==> src/rtl/fiber_pkg.sv <==
// fiber_pkg: types and defaults shared by the fiberBank DRAM adapter.
//   - FIBER_DW / FIBER_AW : default fill word and byte address widths
//   - fiber_state_e       : adapter FSM states
//   - fiber_req_e         : kind of memory-side activity the adapter is performing
package fiber_pkg;

  localparam int unsigned FIBER_DW = 16;
  localparam int unsigned FIBER_AW = 64;

  typedef enum logic [2:0] {
    StIdle,
    StWbReq,
    StRdReq,
    StRdWait,
    StRdRsp
  } fiber_state_e;

  typedef enum logic [1:0] {
    ReqFetch,
    ReqRead,
    ReqWrite,
    ReqConsume
  } fiber_req_e;

  function automatic logic req_is_write(input fiber_req_e req);
    return req == ReqWrite;
  endfunction

endpackage

==> src/rtl/fiber_sat_counter.sv <==
// fiber_sat_counter: up/down counter that sticks at all-ones and at zero.
//   i_clk, i_reset : clock, synchronous active-high reset (clears to 0)
//   i_inc, i_dec   : step requests; both together leave the count unchanged
//   o_count        : current count
module fiber_sat_counter #(
  parameter int unsigned WIDTH = 32
) (
  input  logic             i_clk,
  input  logic             i_reset,
  input  logic             i_inc,
  input  logic             i_dec,
  output logic [WIDTH-1:0] o_count
);

  logic [WIDTH-1:0] r_count;

  always_ff @(posedge i_clk) begin
    if (i_reset) begin
      r_count <= '0;
    end else if (i_inc && !i_dec && (r_count != '1)) begin
      r_count <= r_count + WIDTH'(1);
    end else if (i_dec && !i_inc && (r_count != '0)) begin
      r_count <= r_count - WIDTH'(1);
    end
  end

  assign o_count = r_count;

endmodule

==> src/rtl/fiber_dram_adapter.sv <==
// fiber_dram_adapter: bridges one fiberBank DRAM crossbar port to an in-order memory
// req/rsp channel, one transaction in flight at a time.
//   Bank side  : i_bank_addr, i_bank_fill_wait, o_bank_data(_valid),
//                i_bank_wb_data/valid, o_bank_wb_ready
//   Memory side: o_mem_req_valid/we/addr/wdata, i_mem_req_ready,
//                i_mem_rsp_valid/data, o_mem_rsp_ready
//   Status     : o_err (sticky read failure), o_fill_cnt, o_wb_cnt (saturating)
// Reads that time out are reissued; responses to abandoned reads ("orphans") are
// counted and silently dropped when they eventually arrive.
module fiber_dram_adapter
  import fiber_pkg::*;
#(
  parameter int unsigned DATA_WIDTH  = FIBER_DW,
  parameter int unsigned ADDR_WIDTH  = FIBER_AW,
  parameter int unsigned TIMEOUT_CYC = 64,
  parameter int unsigned MAX_RETRY   = 2,
  parameter int unsigned ORPHAN_BITS = 3
) (
  input  logic                  i_clk,
  input  logic                  i_reset,
  input  logic [ADDR_WIDTH-1:0] i_bank_addr,
  input  logic                  i_bank_fill_wait,
  output logic [DATA_WIDTH-1:0] o_bank_data,
  output logic                  o_bank_data_valid,
  input  logic [DATA_WIDTH-1:0] i_bank_wb_data,
  input  logic                  i_bank_wb_valid,
  output logic                  o_bank_wb_ready,
  output logic                  o_mem_req_valid,
  input  logic                  i_mem_req_ready,
  output logic                  o_mem_req_we,
  output logic [ADDR_WIDTH-1:0] o_mem_req_addr,
  output logic [DATA_WIDTH-1:0] o_mem_req_wdata,
  input  logic                  i_mem_rsp_valid,
  input  logic [DATA_WIDTH-1:0] i_mem_rsp_data,
  output logic                  o_mem_rsp_ready,
  output logic                  o_err,
  output logic [31:0]           o_fill_cnt,
  output logic [31:0]           o_wb_cnt
);

  localparam int unsigned TMO_W   = $clog2(TIMEOUT_CYC + 1);
  localparam int unsigned RETRY_W = $clog2(MAX_RETRY + 2);

  fiber_state_e          r_state,  w_state_nxt;
  logic [ADDR_WIDTH-1:0] r_addr,   w_addr_nxt;
  logic [DATA_WIDTH-1:0] r_wdata,  w_wdata_nxt;
  logic [DATA_WIDTH-1:0] r_rdata,  w_rdata_nxt;
  logic [RETRY_W-1:0]    r_retry,  w_retry_nxt;
  logic [TMO_W-1:0]      r_tmo,    w_tmo_nxt;
  logic                  r_err,    w_err_nxt;

  logic [TMO_W-1:0]       w_tmo_sum;
  logic [ORPHAN_BITS-1:0] w_orph_cnt;
  logic                   w_orph_nz;
  logic                   w_orph_inc, w_orph_dec;
  logic                   w_fill_inc, w_wb_inc;
  logic                   w_wb_ready, w_data_valid, w_req_valid, w_rsp_ready;
  fiber_req_e             w_req;

  assign w_tmo_sum = r_tmo + TMO_W'(1);
  assign w_orph_nz = |w_orph_cnt;

  always_ff @(posedge i_clk) begin
    if (i_reset) begin
      r_state <= StIdle;
      r_addr  <= '0;
      r_wdata <= '0;
      r_rdata <= '0;
      r_retry <= '0;
      r_tmo   <= '0;
      r_err   <= 1'b0;
    end else begin
      r_state <= w_state_nxt;
      r_addr  <= w_addr_nxt;
      r_wdata <= w_wdata_nxt;
      r_rdata <= w_rdata_nxt;
      r_retry <= w_retry_nxt;
      r_tmo   <= w_tmo_nxt;
      r_err   <= w_err_nxt;
    end
  end

  always_comb begin
    w_state_nxt  = r_state;
    w_addr_nxt   = r_addr;
    w_wdata_nxt  = r_wdata;
    w_rdata_nxt  = r_rdata;
    w_retry_nxt  = r_retry;
    w_tmo_nxt    = r_tmo;
    w_err_nxt    = r_err;
    w_wb_inc     = 1'b0;
    w_fill_inc   = 1'b0;
    w_orph_inc   = 1'b0;
    // A response arriving while orphans are outstanding belongs to an abandoned read.
    w_orph_dec   = i_mem_rsp_valid & w_orph_nz;
    w_rsp_ready  = w_orph_nz;
    w_wb_ready   = 1'b0;
    w_data_valid = 1'b0;
    w_req_valid  = 1'b0;
    w_req        = ReqFetch;

    unique case (r_state)
      StIdle: begin
        if (i_bank_wb_valid) begin
          w_wb_ready  = 1'b1;
          w_addr_nxt  = i_bank_addr;
          w_wdata_nxt = i_bank_wb_data;
          w_state_nxt = StWbReq;
        end else if (i_bank_fill_wait) begin
          w_addr_nxt  = i_bank_addr;
          w_retry_nxt = '0;
          w_state_nxt = StRdReq;
        end
      end
      StWbReq: begin
        w_req_valid = 1'b1;
        w_req       = ReqWrite;
        if (i_mem_req_ready) begin
          w_wb_inc    = 1'b1;
          w_state_nxt = StIdle;
        end
      end
      StRdReq: begin
        w_req_valid = 1'b1;
        w_req       = ReqRead;
        if (i_mem_req_ready) begin
          w_tmo_nxt   = '0;
          w_state_nxt = StRdWait;
        end
      end
      StRdWait: begin
        w_rsp_ready = 1'b1;
        w_tmo_nxt   = w_tmo_sum;
        if (i_mem_rsp_valid && !w_orph_nz) begin
          // A live response beats a timeout landing in the same cycle.
          w_rdata_nxt = i_mem_rsp_data;
          w_state_nxt = StRdRsp;
        end else if (w_tmo_sum == TMO_W'(TIMEOUT_CYC)) begin
          w_orph_inc = 1'b1;
          if (r_retry < RETRY_W'(MAX_RETRY)) begin
            w_retry_nxt = r_retry + RETRY_W'(1);
            w_state_nxt = StRdReq;
          end else begin
            w_err_nxt   = 1'b1;
            w_rdata_nxt = '0;
            w_state_nxt = StRdRsp;
          end
        end
      end
      StRdRsp: begin
        w_data_valid = 1'b1;
        w_req        = ReqConsume;
        if (i_bank_fill_wait) begin
          w_fill_inc  = 1'b1;
          w_state_nxt = StIdle;
        end
      end
      default: w_state_nxt = StIdle;
    endcase
  end

  fiber_sat_counter #(.WIDTH(32)) u_fill_cnt (
    .i_clk   (i_clk),
    .i_reset (i_reset),
    .i_inc   (w_fill_inc),
    .i_dec   (1'b0),
    .o_count (o_fill_cnt)
  );

  fiber_sat_counter #(.WIDTH(32)) u_wb_cnt (
    .i_clk   (i_clk),
    .i_reset (i_reset),
    .i_inc   (w_wb_inc),
    .i_dec   (1'b0),
    .o_count (o_wb_cnt)
  );

  fiber_sat_counter #(.WIDTH(ORPHAN_BITS)) u_orphan_cnt (
    .i_clk   (i_clk),
    .i_reset (i_reset),
    .i_inc   (w_orph_inc),
    .i_dec   (w_orph_dec),
    .o_count (w_orph_cnt)
  );

  // Handshake outputs are held low while reset is asserted, whatever the inputs do.
  assign o_bank_wb_ready   = w_wb_ready   & ~i_reset;
  assign o_bank_data_valid = w_data_valid & ~i_reset;
  assign o_mem_req_valid   = w_req_valid  & ~i_reset;
  assign o_mem_rsp_ready   = w_rsp_ready  & ~i_reset;
  assign o_mem_req_we      = req_is_write(w_req) & ~i_reset;
  assign o_mem_req_addr    = r_addr;
  assign o_mem_req_wdata   = r_wdata;
  assign o_bank_data       = r_rdata;
  assign o_err             = r_err;

endmodule

==> config.mk <==
export PLATFORM = sky130hd
export DESIGN_NAME = fiber_dram_adapter
export DESIGN_NICKNAME = d
export VERILOG_FILES = /design/src/rtl/fiber_pkg.sv /design/src/rtl/fiber_sat_counter.sv /design/src/rtl/fiber_dram_adapter.sv
export SDC_FILE = /design/constraint.sdc
export NUM_CORES = 1
export LEC_CHECK = 0
export CELL_PAD_IN_SITES_DETAIL_PLACEMENT = 0
export CELL_PAD_IN_SITES_GLOBAL_PLACEMENT = 1
export CORE_MARGIN = 3
export CORE_UTILIZATION = 35
export DETAILED_ROUTE_END_ITERATION = 12
export PLACE_DENSITY = 0.88
export SYNTH_ARGS = -nofsm -noshare
export SYNTH_HDL_FRONTEND = slang
export SYNTH_SLANG_ARGS = --single-unit
==> constraint.sdc <==
create_clock -name i_clk -period 4.75 [get_ports i_clk]
set_clock_uncertainty 0.2 [all_clocks]
set_input_delay 1.1875 -clock i_clk [delete_from_list [all_inputs] [get_ports i_clk]]
set_output_delay 1.1875 -clock i_clk [all_outputs]
set_load 0.02 [all_outputs]
==> results_dict.tcl <==
set metrics [dict create \
    outcome "complete, no violations" \
    first_pass_iters 5 \
    syn_inst 949 \
    p_leak_nw 3.63 \
    syn_area_mm2 0.00761 \
    htree_levels 4 \
    diodes 0 \
    cts_max_path_buffers 2 \
    cts_buffers 17 \
    vias 7653 \
    dieWidth_um 153 \
    period_minus_slack_ns 4.10 \
    vias_per_cell 5.20 \
    worst_slew_pin_slew_ns 1.04 \
    die_h_um 153 \
    required_ns 3.36 \
    cts_tree "yes" \
    rsz0062_at_grt "no" \
    yosysSeqAreaShare_pct 46.3 \
    yosysMostFrequentCell "nand2_1" \
    initialDrtViolationCount 406 \
    fin_crit_sh_pct 86.4 \
    grt_pass1_vias 7321 \
    io-pin-count 268 \
    synth_top_area_cell "dfxtp_1" \
    synthArstFlopShare_pct 0 \
    start_kind "input port" \
    endpoint "o_bank_wb_ready" \
    cts_resized 0 \
    setup_viol_count_final 0 \
    synth_edf_count 0 \
    grt-ovfl-total 0 \
    p_per_area_mw_per_mm2 411 \
    nNetsFinal 1291 \
    finalMaxSlewViolations 0 \
    design_area_mm2 0.0111 \
    hold_viol 0 \
    fillers 2063 \
    rows 53 \
    r2r_start "u_fill_cnt.o_count[0]" \
    cts_setup_buffers 0 \
    worst_r2r_endpoint "u_fill_cnt.o_count[27]" \
    drt_wl_total_mm 22.8 \
    synthesis.nets 1055 \
    ff2ff_path_depth 6 \
    crit_start "i_bank_wb_valid" \
    dp_hpwl_mm 16.0 \
    ys_ff_latch 176 \
    ant_nets 0 \
    path_class "input port to output pin" \
    synth_cell_types 57 \
    final.setup.tns_ns 0 \
    synth_common_cells "208 x nand2_1, 176 x dfxtp_1, 149 x a21oi_1" \
    cp_max_fo 7 \
    hp-class "register to register" \
    wl_per_cell_um 15.5 \
    antenna_found_initial 0 \
    syn_to_final_growth_pct 45.3 \
    route.detailed.drc 0 \
    clk_latency_ns 0.42 \
    grt_pass1_wl_mm 37.7 \
    synthTopCellsByArea "dfxtp_1 46%, nand2_1 10%, a21oi_1 9.8%" \
    maxCapViolCount 0 \
    synth_area_per_cell_um2 8.02 \
    yosys_warnings 0 \
    initial_utilization_pct 35.8 \
    io_buffers 267 \
    track_usage_pct 19.1 \
    grt_start_max_net_pins 90 \
    arrival_ns 2.72 \
    place_congestion 0.791 \
    core_mm2 0.0212 \
    drive_gt1_share_pct 4.76 \
    reg2reg_slack_ns 1.76 \
    cts_sinks 176 \
    placed_area_mm2 0.0105 \
    path_clk_slew_ns 0.07 \
    cts_root_buffer "clkbuf_16" \
    synth_ff_type "dfxtp_1" \
    fmax_mhz 244 \
    synth_top_area_share_pct 46.3 \
    end_kind "output pin" \
    relSlewSlack_pct 30.3 \
    peakVddDrop_mv 0.227 \
    hold_buffers 0 \
    dieArea_mm2 0.0235 \
]
==> per-layer routing <==
| metal | GRT usage (%) | vias up | routed length, um |
|---|---|---|---|
| li1 | - | 3851 | - |
| met1 | 24.4 | 3560 | 9980 |
| met2 | 30.9 | 223 | 10600 |
| met3 | 7.45 | 19 | 1930 |
| met4 | 4.04 | 0 | 260 |
| met5 | 0 | - | 0 |
==> through the flow <==
| stage | setup WS [ns] | std cells | hold WS, ns | util (%) | power (mW) |
|---|---|---|---|---|---|
| floorplan | 1.05 | 949 | 0.252 | - | 2.55 |
| global placement | 0.669 | 1441 | 0.241 | 49.3 | 3.16 |
| detailed placement | 0.642 | 1441 | 0.246 | 49.3 | 3.17 |
| CTS | 0.641 | 1473 | 0.255 | 52.1 | 4.60 |
| global route | 0.563 | 1473 | 0.271 | 52.1 | 4.81 |
| finish | 0.646 | 1473 | 0.253 | 52.1 | 4.54 |
==> layout make-up <==
class	count	area [um^2]	share of cell area (%)
inverter	14	52.6	0.476
clock inverter	13	153	1.38
timing repair buffer	276	2740	24.8
multi-input combinational	700	3800	34.4
clock buffer	19	433	3.92
tap	275	344	3.11
sequential	176	3520	31.9
==> worst max-delay path, cell delays in order <==
cell and delay [ns]:
clkdlybuf4s50_1 0.69, nand2_1 0.12, nor2_1 0.11, clkdlybuf4s50_1 0.61
==> placed cells by master (no fill, tap or decap), drive strengths merged, types with 23 or more instances in the layout <==
cell type	instances
o31ai	28
nand2	208
nand3	28
or3	23
a21oi	149
clkdlybuf4s50	266
or4	32
o21ai	44
nor2	43
dfxtp	176
==> sequential cells by signal, indices dropped and copies added (netlist names) <==
name                  flops
o_mem_req_wdata          16
r_tmo                     7
r_retry                   2
u_wb_cnt.o_count         32
o_mem_req_addr           64
r_state                   3
o_bank_data              16
u_orphan_cnt.o_count      3
o_err                     1
u_fill_cnt.o_count       32
==> kinds of logic after synthesis <==
family,count (synthesis),synth area share [%]
AND/OR/NAND/NOR,430,28.0
flip-flops,176,46.3
adder cells (fa/ha/maj),4,0.757
XOR/XNOR,9,1.04
buffers and inverters,73,3.85
multiplexers,14,2.01
AO/OA/AOI/OAI,243,18.1
==> report_power, final <==
part	total, mW	switching [mW]	internal [mW]
registers	1.77	0.124	1.65
clock network	1.42	0.632	0.788
logic	1.35	0.789	0.560
==> worst min-delay path by stage <==
stage | from | slack (ns) | cells after the start | end
floorplan | r_tmo[6] | 0.25 | 1 | r_tmo[6]
global placement | o_mem_req_addr[4] | 0.24 | 2 | o_mem_req_addr[4]
detailed placement | o_mem_req_wdata[6] | 0.25 | 2 | o_mem_req_wdata[6]
CTS | o_mem_req_addr[58] | 0.26 | 2 | o_mem_req_addr[58]
global route | o_mem_req_wdata[15] | 0.27 | 2 | o_mem_req_wdata[15]
finish | o_mem_req_addr[41] | 0.25 | 2 | o_mem_req_addr[41]
Power figures use the tool's default switching activity.
